--- src/rtl/sisc_rf_pkg.sv ---
// Shared constants and types for the SISC register-file read stage.
//   DATA_W / ADDR_W / NUM_REGS : register width, index width, register count
//   ZERO_REG                   : hard-wired zero register index
//   rf_state_t                 : read-stage FSM state encoding
//   reg_addr_t / reg_word_t    : register index and register word types
package sisc_rf_pkg;

    localparam int DATA_W   = 16;
    localparam int ADDR_W   = 4;
    localparam int NUM_REGS = 2 ** ADDR_W;

    typedef logic [ADDR_W-1:0] reg_addr_t;
    typedef logic [DATA_W-1:0] reg_word_t;

    localparam reg_addr_t ZERO_REG = '0;

    typedef enum logic {
        IDLE   = 1'b0,
        STROBE = 1'b1
    } rf_state_t;

endpackage

--- src/rtl/rf_array.sv ---
// 16x16 general register file.
//   clk, rst           : clock, synchronous active-high reset (clears every entry)
//   wb_en/wb_addr/wb_data : synchronous write port; writes to R0 are dropped
//   rd_addr_a/rd_data_a   : combinational read port A (R0 reads as 0)
//   rd_addr_b/rd_data_b   : combinational read port B (R0 reads as 0)
// Implemented in flops rather than block RAM: the file needs a full clear on
// reset and two asynchronous read ports.
module rf_array
    import sisc_rf_pkg::*;
(
    input  logic      clk,
    input  logic      rst,
    input  logic      wb_en,
    input  reg_addr_t wb_addr,
    input  reg_word_t wb_data,
    input  reg_addr_t rd_addr_a,
    output reg_word_t rd_data_a,
    input  reg_addr_t rd_addr_b,
    output reg_word_t rd_data_b
);

    reg_word_t             regs_reg [NUM_REGS];
    logic [NUM_REGS-1:0]   wr_sel;

    // One-hot write decode; entry 0 is never selected so R0 stays at 0.
    generate
        for (genvar gi = 0; gi < NUM_REGS; gi++) begin : g_wr_sel
            if (gi == 0) begin : g_zero
                assign wr_sel[gi] = 1'b0;
            end else begin : g_word
                assign wr_sel[gi] = wb_en && (wb_addr == reg_addr_t'(gi));
            end
        end
    endgenerate

    always_ff @(posedge clk) begin
        if (rst) begin
            for (int i = 0; i < NUM_REGS; i++) begin
                regs_reg[i] <= '0;
            end
        end else begin
            for (int i = 0; i < NUM_REGS; i++) begin
                if (wr_sel[i]) begin
                    regs_reg[i] <= wb_data;
                end
            end
        end
    end

    // R0 is forced at the read side as well, so it is zero regardless of storage.
    assign rd_data_a = (rd_addr_a == ZERO_REG) ? '0 : regs_reg[rd_addr_a];
    assign rd_data_b = (rd_addr_b == ZERO_REG) ? '0 : regs_reg[rd_addr_b];

endmodule

--- src/rtl/rf_read_stage.sv ---
// Register-file read stage feeding the 16-bit operand mux.
//   clk, rst              : clock, synchronous active-high reset
//   rd_en / rd_ready      : read request handshake (accepted when both are 1)
//   rs_addr / rt_addr     : operand register indices, sampled on accept
//   wb_en/wb_addr/wb_data : write-back port, with write-through to a same-cycle read
//   rs_data / rt_data     : registered operand values
//   rs_new                : one-cycle strobe marking freshly captured operands
// After each accept the stage spends one cycle in STROBE, so rs_new always
// returns low between reads and the mux sees a clean rising edge every time.
module rf_read_stage
    import sisc_rf_pkg::*;
(
    input  logic      clk,
    input  logic      rst,
    input  logic      rd_en,
    output logic      rd_ready,
    input  reg_addr_t rs_addr,
    input  reg_addr_t rt_addr,
    input  logic      wb_en,
    input  reg_addr_t wb_addr,
    input  reg_word_t wb_data,
    output reg_word_t rs_data,
    output reg_word_t rt_data,
    output logic      rs_new
);

    rf_state_t state_reg, state_next;
    reg_word_t rs_data_reg, rs_data_next;
    reg_word_t rt_data_reg, rt_data_next;

    // Operand 0 is Rs, operand 1 is Rt.
    reg_addr_t op_addr  [2];
    reg_word_t op_array [2];
    reg_word_t op_value [2];

    assign op_addr[0] = rs_addr;
    assign op_addr[1] = rt_addr;

    rf_array u_rf_array (
        .clk       (clk),
        .rst       (rst),
        .wb_en     (wb_en),
        .wb_addr   (wb_addr),
        .wb_data   (wb_data),
        .rd_addr_a (op_addr[0]),
        .rd_data_a (op_array[0]),
        .rd_addr_b (op_addr[1]),
        .rd_data_b (op_array[1])
    );

    // Write-through: a write landing this cycle is visible to the read being
    // accepted on the same edge. R0 never bypasses, it stays zero.
    generate
        for (genvar gi = 0; gi < 2; gi++) begin : g_bypass
            assign op_value[gi] = (wb_en && (wb_addr == op_addr[gi]) && (op_addr[gi] != ZERO_REG))
                                  ? wb_data : op_array[gi];
        end
    endgenerate

    always_ff @(posedge clk) begin
        if (rst) begin
            state_reg   <= IDLE;
            rs_data_reg <= '0;
            rt_data_reg <= '0;
        end else begin
            state_reg   <= state_next;
            rs_data_reg <= rs_data_next;
            rt_data_reg <= rt_data_next;
        end
    end

    always_comb begin
        state_next   = state_reg;
        rs_data_next = rs_data_reg;
        rt_data_next = rt_data_reg;
        case (state_reg)
            IDLE: begin
                if (rd_en) begin
                    state_next   = STROBE;
                    rs_data_next = op_value[0];
                    rt_data_next = op_value[1];
                end
            end
            STROBE: begin
                // Requests seen here are neither captured nor queued.
                state_next = IDLE;
            end
            default: begin
                state_next = IDLE;
            end
        endcase
    end

    // Handshake outputs decode straight from the state flop.
    assign rd_ready = (state_reg == IDLE);
    assign rs_new   = (state_reg == STROBE);
    assign rs_data  = rs_data_reg;
    assign rt_data  = rt_data_reg;

endmodule

--- config.mk ---
export PLATFORM = sky130hd
export DESIGN_NAME = rf_read_stage
export DESIGN_NICKNAME = d
export VERILOG_FILES = /design/src/rtl/sisc_rf_pkg.sv /design/src/rtl/rf_array.sv /design/src/rtl/rf_read_stage.sv
export SDC_FILE = /design/constraint.sdc
export NUM_CORES = 1
export LEC_CHECK = 0
export CAP_MARGIN = 20
export CORE_MARGIN = 8
export CORE_UTILIZATION = 57
export CTS_BUF_LIST = sky130_fd_sc_hd__clkbuf_4
export DETAILED_ROUTE_END_ITERATION = 8
export HOLD_SLACK_MARGIN = 0.15
export PLACE_DENSITY_LB_ADDON = 0.25
export SLEW_MARGIN = 20
export SYNTH_ARGS = -nofsm -noshare
export SYNTH_HDL_FRONTEND = slang
export SYNTH_SLANG_ARGS = --single-unit
--- constraint.sdc ---
create_clock -name clk -period 1.85 [get_ports clk]
set_input_delay 0.185 -clock clk [delete_from_list [all_inputs] [get_ports clk]]
set_output_delay 0.185 -clock clk [all_outputs]
set_load 0.005 [all_outputs]
[Yosys cells after proc, flatten, opt, wreduce, memory -nomap -nowiden]
Memory sizes are Yosys's and may differ from the RTL's.
Cells that the tools add are included.
W data, S select, Z words.
Cells by class
  equal/unequal tests: 17
  mux-type cells: 68
  reduce and logical (&&, ||, !) cells: 24
  bitwise gates (word level): 16
Operator list (number)
  $mux W16: 19
  $mux W1: 48
  $eq A4 B4 Y1 const B: 8
  $logic_and A1 B1 Y1: 19
  $eq A4 B3 Y1 const B: 4
  $or A1 B1 Y1: 15
  $eq A4 B2 Y1 const B: 2
  $eq A4 B4 Y1: 2
  $logic_not A4 Y1: 2
  $reduce_bool A4 Y1: 2
  $eq A4 B1 Y1 const B: 1
  $pmux W1 S2: 1
  $reduce_and A2 Y1: 1
  $not A1 Y1: 1
Storage, ports and cells
  register bits after elaboration: 33
  memory bits (writable): 256
  input bits: 32
  memories kept: 1
  logic and storage cells: 129
Memories
  u_rf_array.regs_reg: words 16, width 16, rd ports 2, clocked after memory_dff 0, wr ports 16, RTL line rf_array.sv:22  | reg_word_t regs_reg [NUM_REGS];

[Longest topological paths before layout]
Gate-level depths: netlist of the first run.
  depth after elaboration: 6
  gate-level depth with buffers: 8

[By module]
Synthesis of the first run repeated with hierarchy kept, for this count alone.
Second synthesis, totals
  cells, all modules: 1056
  area, all modules: 14029.7 µm²
Modules (own cells, without submodules)
  rf_array: area each 12231.7 µm², cells an instance 862, times used 1
  rf_read_stage: area each 1798.0 µm², cells an instance 194, times used 1

[Worst setup path after synthesis of the first run]
Ideal clock, no wire load.
  path kind: input to register
  start point: in rt_addr[0]
  end point: reg rt_data_reg[4] (netlist: rt_data[4])
  arrival: 1.704 ns
  slack: 0.014 ns
  stages: 8
  cells stage by stage: buf_6 -> buf_6 -> buf_6 -> mux4_2 -> a22oi_1 -> o31ai_1 -> a221oi_1 -> nor3_1
Between the ends
  longest elaborated chain between the ends: 4
Ends and longest elaborated chain
  start: declaration: RTL line rf_read_stage.sv:18  | input reg_addr_t rt_addr,
  branches (longest 3 deep; another with $mem_v2 Z16 W16)
  $mux W16 *: RTL line rf_read_stage.sv:56  | ? wb_data : op_array[gi];
  end signal: assignment: RTL line rf_read_stage.sv:68  | rt_data_reg <= rt_data_next;
  end: declaration: RTL line rf_read_stage.sv:29  | reg_word_t rt_data_reg, rt_data_next;
Every way passes the cells marked *.
A chain may end at the register's enable or synchronous reset.

==> results of run 1 <==
==> final timing paths <==
kind / to / slack, ns / cells past startpoint
worst min register to register: rt_data[9] / 0.51 / 2
worst min-delay path: rs_data[15] / 0.24 / 5
worst max-delay path: rt_data[7] / 0.05 / 5
worst max register to register: rt_data[7] / 0.05 / 5
==> report_power, final <==
part / switching (W) / total [W] / internal, W / leakage, nW
logic: 0.00114 / 0.00233 / 0.00120 / 2.82
registers: 0.000265 / 0.00745 / 0.00719 / 2.58
clock network: 0.00246 / 0.00514 / 0.00267 / 0.512
==> final cells by class <==
| class | count | share of cell area |
|---|---|---|
| flip-flops and latches | 273 | 0.475 |
| repair buffers | 199 | 0.125 |
| multi-input cells | 599 | 0.318 |
| clock inverters | 28 | 0.0101 |
| inverters | 17 | 0.00386 |
| clock buffers | 95 | 0.0431 |
| well taps | 319 | 0.0241 |
| diodes | 2 | 0.000302 |
==> per-stage QoR <==
stage / hold slack [ns] / area (um2) / util / cells / setup TNS [ns]
3_3_place_gp: 0.494 / 15600 / 0.666 / 1406 / -20.01
3_5_place_dp: 0.497 / 15600 / 0.666 / 1406 / -23.50
5_1_grt: 0.235 / 16600 / 0.705 / 1532 / 0
2_1_floorplan: 0.369 / 13600 / - / 987 / 0
6_report: 0.240 / 16600 / 0.705 / 1532 / 0
4_1_cts: 0.199 / 16500 / 0.704 / 1530 / 0
==> tightest hold or removal path, stage by stage <==
cell	delay [ns]
buf_2	0.15
buf_12	0.16
nand3_1	0.10
a31oi_1	0.13
o22ai_1	0.13
==> routing by layer <==
layer,up-vias,wire (um)
met5,-,0
met4,0,583
met3,55,3990
met2,588,17500
met1,4835,14600
li1,4218,-
==> cells by family (layout without fill, tap and decap cells) <==
group / after synthesis / after routing / synth area share
AO/OA/AOI/OAI: 142 / 142 / 0.0865
multiplexers: 142 / 142 / 0.194
XOR/XNOR: 7 / 7 / 0.00450
flip-flops: 273 / 273 / 0.578
other: 0 / 2 / 0
buffers and inverters: 115 / 339 / 0.0386
AND/OR/NAND/NOR: 308 / 308 / 0.0990
==> cells in the final DEF (no fill, tap or decap), types with 3 or more instances in the layout <==
| cell | n |
|---|---|
| nor2b_2 | 5 |
| clkinv_1 | 22 |
| a21oi_1 | 4 |
| mux4_2 | 94 |
| a2111o_1 | 14 |
| mux2_2 | 32 |
| nor3_1 | 21 |
| nand2_1 | 13 |
| buf_4 | 100 |
| nor2_1 | 209 |
| buf_12 | 35 |
| clkbuf_4 | 95 |
| nor2b_1 | 21 |
| a221oi_1 | 40 |
| inv_1 | 17 |
| a31o_2 | 4 |
| o21ai_0 | 4 |
| xnor2_1 | 4 |
| dfxtp_1 | 33 |
| mux2i_1 | 16 |
| clkdlybuf4s50_1 | 59 |
| a221oi_2 | 8 |
| edfxtp_1 | 240 |
| buf_2 | 4 |
| o21ai_1 | 10 |
| a22oi_2 | 3 |
| xor2_1 | 3 |
| or3_1 | 4 |
| nand2b_1 | 26 |
| o31ai_1 | 16 |
| a22oi_1 | 27 |
==> what timing repair did <==
action | 4_1_cts | 5_1_grt
resized for setup | 0 | 6
hold buffers | 1 | 0
endpoints found under the setup margin | 0 | 6
hold endpoints to repair | 17 | 0
==> impl_metrics.yaml, run 1 <==
layout:
  drive_above_1_share: 0.320
  seq_area_um2: 7870
  nets: 1192
  synthToLayoutAreaGrowth_pct: 21.6
  largest_reg_flops: 240
  n_fill_cell: 1581
  multi_input_area_um2: 5260
placement:
  gp_congestion: 0.934
  dp_hpwl_um: 26500
  place_ws_ns: -0.343
  io_buffers: 65
route:
  ant_nets: 0
  drtIter0Drc: 1395
  vias: 9696
  wl_per_cell_um: 23.9
  drtPass1Iterations: 7
  totalWireLength_um: 36600
  vias_per_cell: 6.33
  drcViolationCount: 0
sta:
  max_freq_mhz: 556
  slew_headroom: 0.293
  finalHoldViolCount: 0
  worst_slack_ns: 0.0528
  maxSlewViolCount: 0
  fin_skew_ns: 0.0278
  finalCritPeriodShare: 0.971
  rsz0062_at_grt: "false"
  worst_pin_slew_ns: 1.06
  timing.final.crit_period_ns: 1.80
  report.final.setup_viol: 0
logic_synthesis:
  yosysSeqAreaShare: 0.578
  ys_ff_latch: 273
  syn_inst: 987
  synth_area_per_cell_um2: 13.8
  synth.most_common_cell: "edfxtp_1"
  syn_area_um2: 13600
  ys_types: 43
  ys_async_sr_fraction: 0
  synthesis.nets: 1019
  synth_top_flop_cell: "edfxtp_1"
  synth.area.top_cells: "edfxtp_1 (53%), mux4_2 (16%), nor2_1 (5.8%), dfxtp_1 (4.9%), mux2_2 (2.6%)"
  yosys.area.top_type: "edfxtp_1"
  synthTopCellsByCount: "edfxtp_1 (240), nor2_1 (209), mux4_2 (94)"
  synth_top_area_share: 0.529
  yosys_warnings: 0
  synth_edf_count: 240
critical_path:
  slowest_delay_ns: 0.48
  r2r-start: "u_rf_array.regs_reg[11][7]"
  critPathBufInv: 0
  path_cells: "mux4_2 > nor2b_1 > o31ai_1 > a221oi_2 > nor3_1"
  cp-end-kind: "register"
  cp_slowest_cell: "mux4_2"
  arrival_ns: 2.31
  criticalPathCategory: "register to register"
  start_kind: "register"
  crit_start: "u_rf_array.regs_reg[11][7]"
  worst_ep_required_time_ns: 2.36
  cp_max_fo: 2
  crit_family: "multiplexers"
run:
  cap_violations: 0
global_routing:
  grtUsageMet3: 0.0528
  met2_usage: 0.411
  met1_usage: 0.351
  antenna_found_initial: 2
  top_usage_layer: "met2"
  gr-total-overflow: 0
  grt_pass1_wl_um: 56700
  grt_max_degree: 39
  grt.total_usage: 0.257
  grt_pass1_vias: 9835
cts:
  cts.path.max_buffers: 3
  cts_made_buffers: 70
  cts_root_buf: "clkbuf_4"
  cts_setup_buffers: 0
  cts.clk_slew.worst_paths_ns: 0.06
  clk-insertion-delay-late_ns: 0.68
  cts_sinks: 273
  htree_levels: 3
  cts_tree: "yes"
pwr:
  powerDensity_nw_per_um2: 901
  peakVddDrop_mv: 0.369
  total_power_w: 0.0149
  p_leak_nw: 5.92
worst_hold_path:
  holdCritPathClass: "input pin to register"
  holdCritStartpoint: "rs_addr[1]"
die:
  io_pins: 66
  die_y_um: 171
  chipWidth_um: 171
  num_rows: 56
  start_util: 0.580
  die-area_um2: 29100
  design.core.area_um2: 23500
outcome:
  status: "completed"
(Power assumes the default switching activity.)
==> run 2: changes to the inputs <==
--- a/config.mk
+++ b/config.mk
@@ -12,6 +12,7 @@
 export DETAILED_ROUTE_END_ITERATION = 8
 export HOLD_SLACK_MARGIN = 0.15
 export PLACE_DENSITY_LB_ADDON = 0.25
+export RECOVER_POWER = 100
 export SLEW_MARGIN = 20
 export SYNTH_ARGS = -nofsm -noshare
 export SYNTH_HDL_FRONTEND = slang
==> run 2 against run 1 <==
Net effect:
- clock-buffer cell count is the same
- clock skew increased by 0.0087 ns
- fmax down 2.2%
- sequential power about the same
- design area decreased by 1.5%
- total power shrank 0.68%
- register-to-register slack better by 0.02 ns
- non-clock buffer count is the same
- critical path depth unchanged
- via count shrank 0.53%
- combinational power down 4%
- critical path type is now input pin to register
==> impl_metrics.yaml, run 2 (synthesis results as in run 1) <==
outcome:
  status: "completed"
critical_path:
  critPathBufInv: 4
  criticalPathCategory: "input pin to register"
  slowest_delay_ns: 0.53
  start_kind: "input pin"
  cp_max_fo: 38
  worst_ep_required_time_ns: 2.16
  path_cells: "dlygate4sd3_1 > buf_2 > clkbuf_1 > a21o_1 > clkbuf_1"
  crit_path_frequent_cell: "clkbuf_1"
  cp-end-kind: "register"
  crit_family: "buffers and inverters"
  cp_slowest_cell: "buf_2"
  arrival_ns: 2.14
cts:
  cts_setup_buffers: 0
  cts.path.max_buffers: 3
  cts_sinks: 273
  clk-insertion-delay-late_ns: 0.68
  htree_levels: 3
  cts_tree: "yes"
  cts_root_buf: "clkbuf_4"
  cts.clk_slew.worst_paths_ns: 0.06
  cts_made_buffers: 70
run:
  cap_violations: 0
layout:
  final_common_cell: "edfxtp_1"
  nets: 1192
  layout_common_cells: "edfxtp_1 (240), nor2_1 (209), clkbuf_4 (110)"
  final_cell_count_no_fill: 1532
  multi_input_area_um2: 5260
  synthToLayoutAreaGrowth_pct: 19.7
  seq_area_um2: 7870
  n_fill_cell: 1630
  drive_above_1_share: 0.310
  largest_reg_flops: 240
global_routing:
  gr-total-overflow: 0
  grt.total_usage: 0.257
  antenna_found_initial: 2
  grt_max_degree: 39
  grt_pass1_vias: 9835
  grt_pass1_wl_um: 56700
sta:
  slew_headroom: 0.293
  maxSlewViolCount: 0
  max_freq_mhz: 544
  rsz0062_at_grt: "false"
  timing.final.crit_period_ns: 1.84
  worst_pin_slew_ns: 1.06
  finalCritPeriodShare: 0.993
  report.final.setup_viol: 0
  finalHoldViolCount: 0
  fin_skew_ns: 0.0365
placement:
  placed_cells: 1406
  gp_congestion: 0.934
  dp_hpwl_um: 26500
  io_buffers: 65
route:
  vias: 9645
  drtIter0Drc: 1440
  wl_met2_um: 17300
  totalWireLength_um: 36500
  ant_nets: 0
  highest_layer: "met4"
  drtPass1Iterations: 8
  drcViolationCount: 0
  wl_per_cell_um: 23.8
  drt-met1-wl_um: 14400
  dr_wl_met3_um: 4100
  vias_per_cell: 6.30
die:
  chipWidth_um: 171
  die_y_um: 171
  design.core.area_um2: 23500
  start_util: 0.580
  die-area_um2: 29100
  io_pins: 66
  num_rows: 56
pwr:
  p_leak_nw: 5.81
  total_power_w: 0.0148
  peakVddDrop_mv: 0.371
  powerDensity_nw_per_um2: 909
worst_hold_path:
  holdCritPathClass: "input pin to register"
-- run 2: cell types whose count changed in the layout (fill, tap and decap cells not counted), moves of 8 or more --
cell,before,now
clkbuf_1,0,13
o21ai_1,10,2
clkbuf_4,95,110
buf_4,100,83
o21ai_0,4,12
buf_12,35,20
-- run 2: final timing paths --
kind                                    from                    endpoint  slack (ns)  depth (start not counted)
setup / recovery                         rst  u_rf_array.regs_reg[13][2]        0.01                          5
hold / removal                    rs_addr[1]                 rs_data[15]        0.24                          5
setup reg to reg  u_rf_array.regs_reg[11][7]                  rt_data[7]        0.07                          5
hold reg to reg                   rt_data[4]                  rt_data[4]        0.51                          2
-- run 2: worst reg2reg max path: cells and delay by family (launching register included) --
family             cells  cell delay (ns)
AOI/OAI and AO/OA      2             0.38
DFF                    1             0.40
muxes                  1             0.48
and+or+nand+nor        2             0.37
-- run 2: layout make-up --
class | instances | area share
Sequential cell | 273 | 0.483
Multi-Input combinational cell | 599 | 0.323
Timing Repair Buffer | 199 | 0.112
Clock buffer | 95 | 0.0437
Tap cell | 319 | 0.0245
Clock inverter | 28 | 0.0103
Inverter | 17 | 0.00391
Antenna cell | 2 | 0.000307
-- run 2: per-layer routing --
metal,global-route usage,up-vias
met5,0,-
met4,0.0809,0
met3,0.0528,54
met2,0.411,576
met1,0.351,4798
li1,-,4217
-- run 2: stage by stage --
step / hold slack (ns) / instance area [um2] / setup TNS (ns) / util / setup WS, ns
CTS: 0.199 / 16500 / 0 / 0.704 / 0.0270
global placement: 0.494 / 15600 / -20.01 / 0.666 / -0.364
finish: 0.236 / 16300 / 0 / 0.695 / 0.0127
detailed placement: 0.497 / 15600 / -23.50 / 0.666 / -0.343
global route: 0.235 / 16300 / 0 / 0.695 / 0.00339
floorplan: 0.369 / 13600 / 0 / - / 0.0140
-- run 2: where the power goes --
part           switching, W  internal, W
Combinational       0.00112      0.00112
Sequential         0.000264      0.00719
Clock               0.00245      0.00267
Total               0.00383       0.0110
-- run 2: timing repair --
| item | CTS | global route |
|---|---|---|
| hold buffers | 1 | 0 |
| endpoints found under the hold margin | 17 | 0 |
| gates resized for setup | 0 | 6 |
| endpoints found under the setup margin | 0 | 6 |
==> run 3: changes to the inputs <==
--- a/config.mk
+++ b/config.mk
@@ -5,7 +5,6 @@
 export SDC_FILE = /design/constraint.sdc
 export NUM_CORES = 1
 export LEC_CHECK = 0
-export CAP_MARGIN = 20
 export CORE_MARGIN = 8
 export CORE_UTILIZATION = 57
 export CTS_BUF_LIST = sky130_fd_sc_hd__clkbuf_4
==> results of run 3 <==
Same layout as run 2: the final DEF is identical, and so are final timing and power.
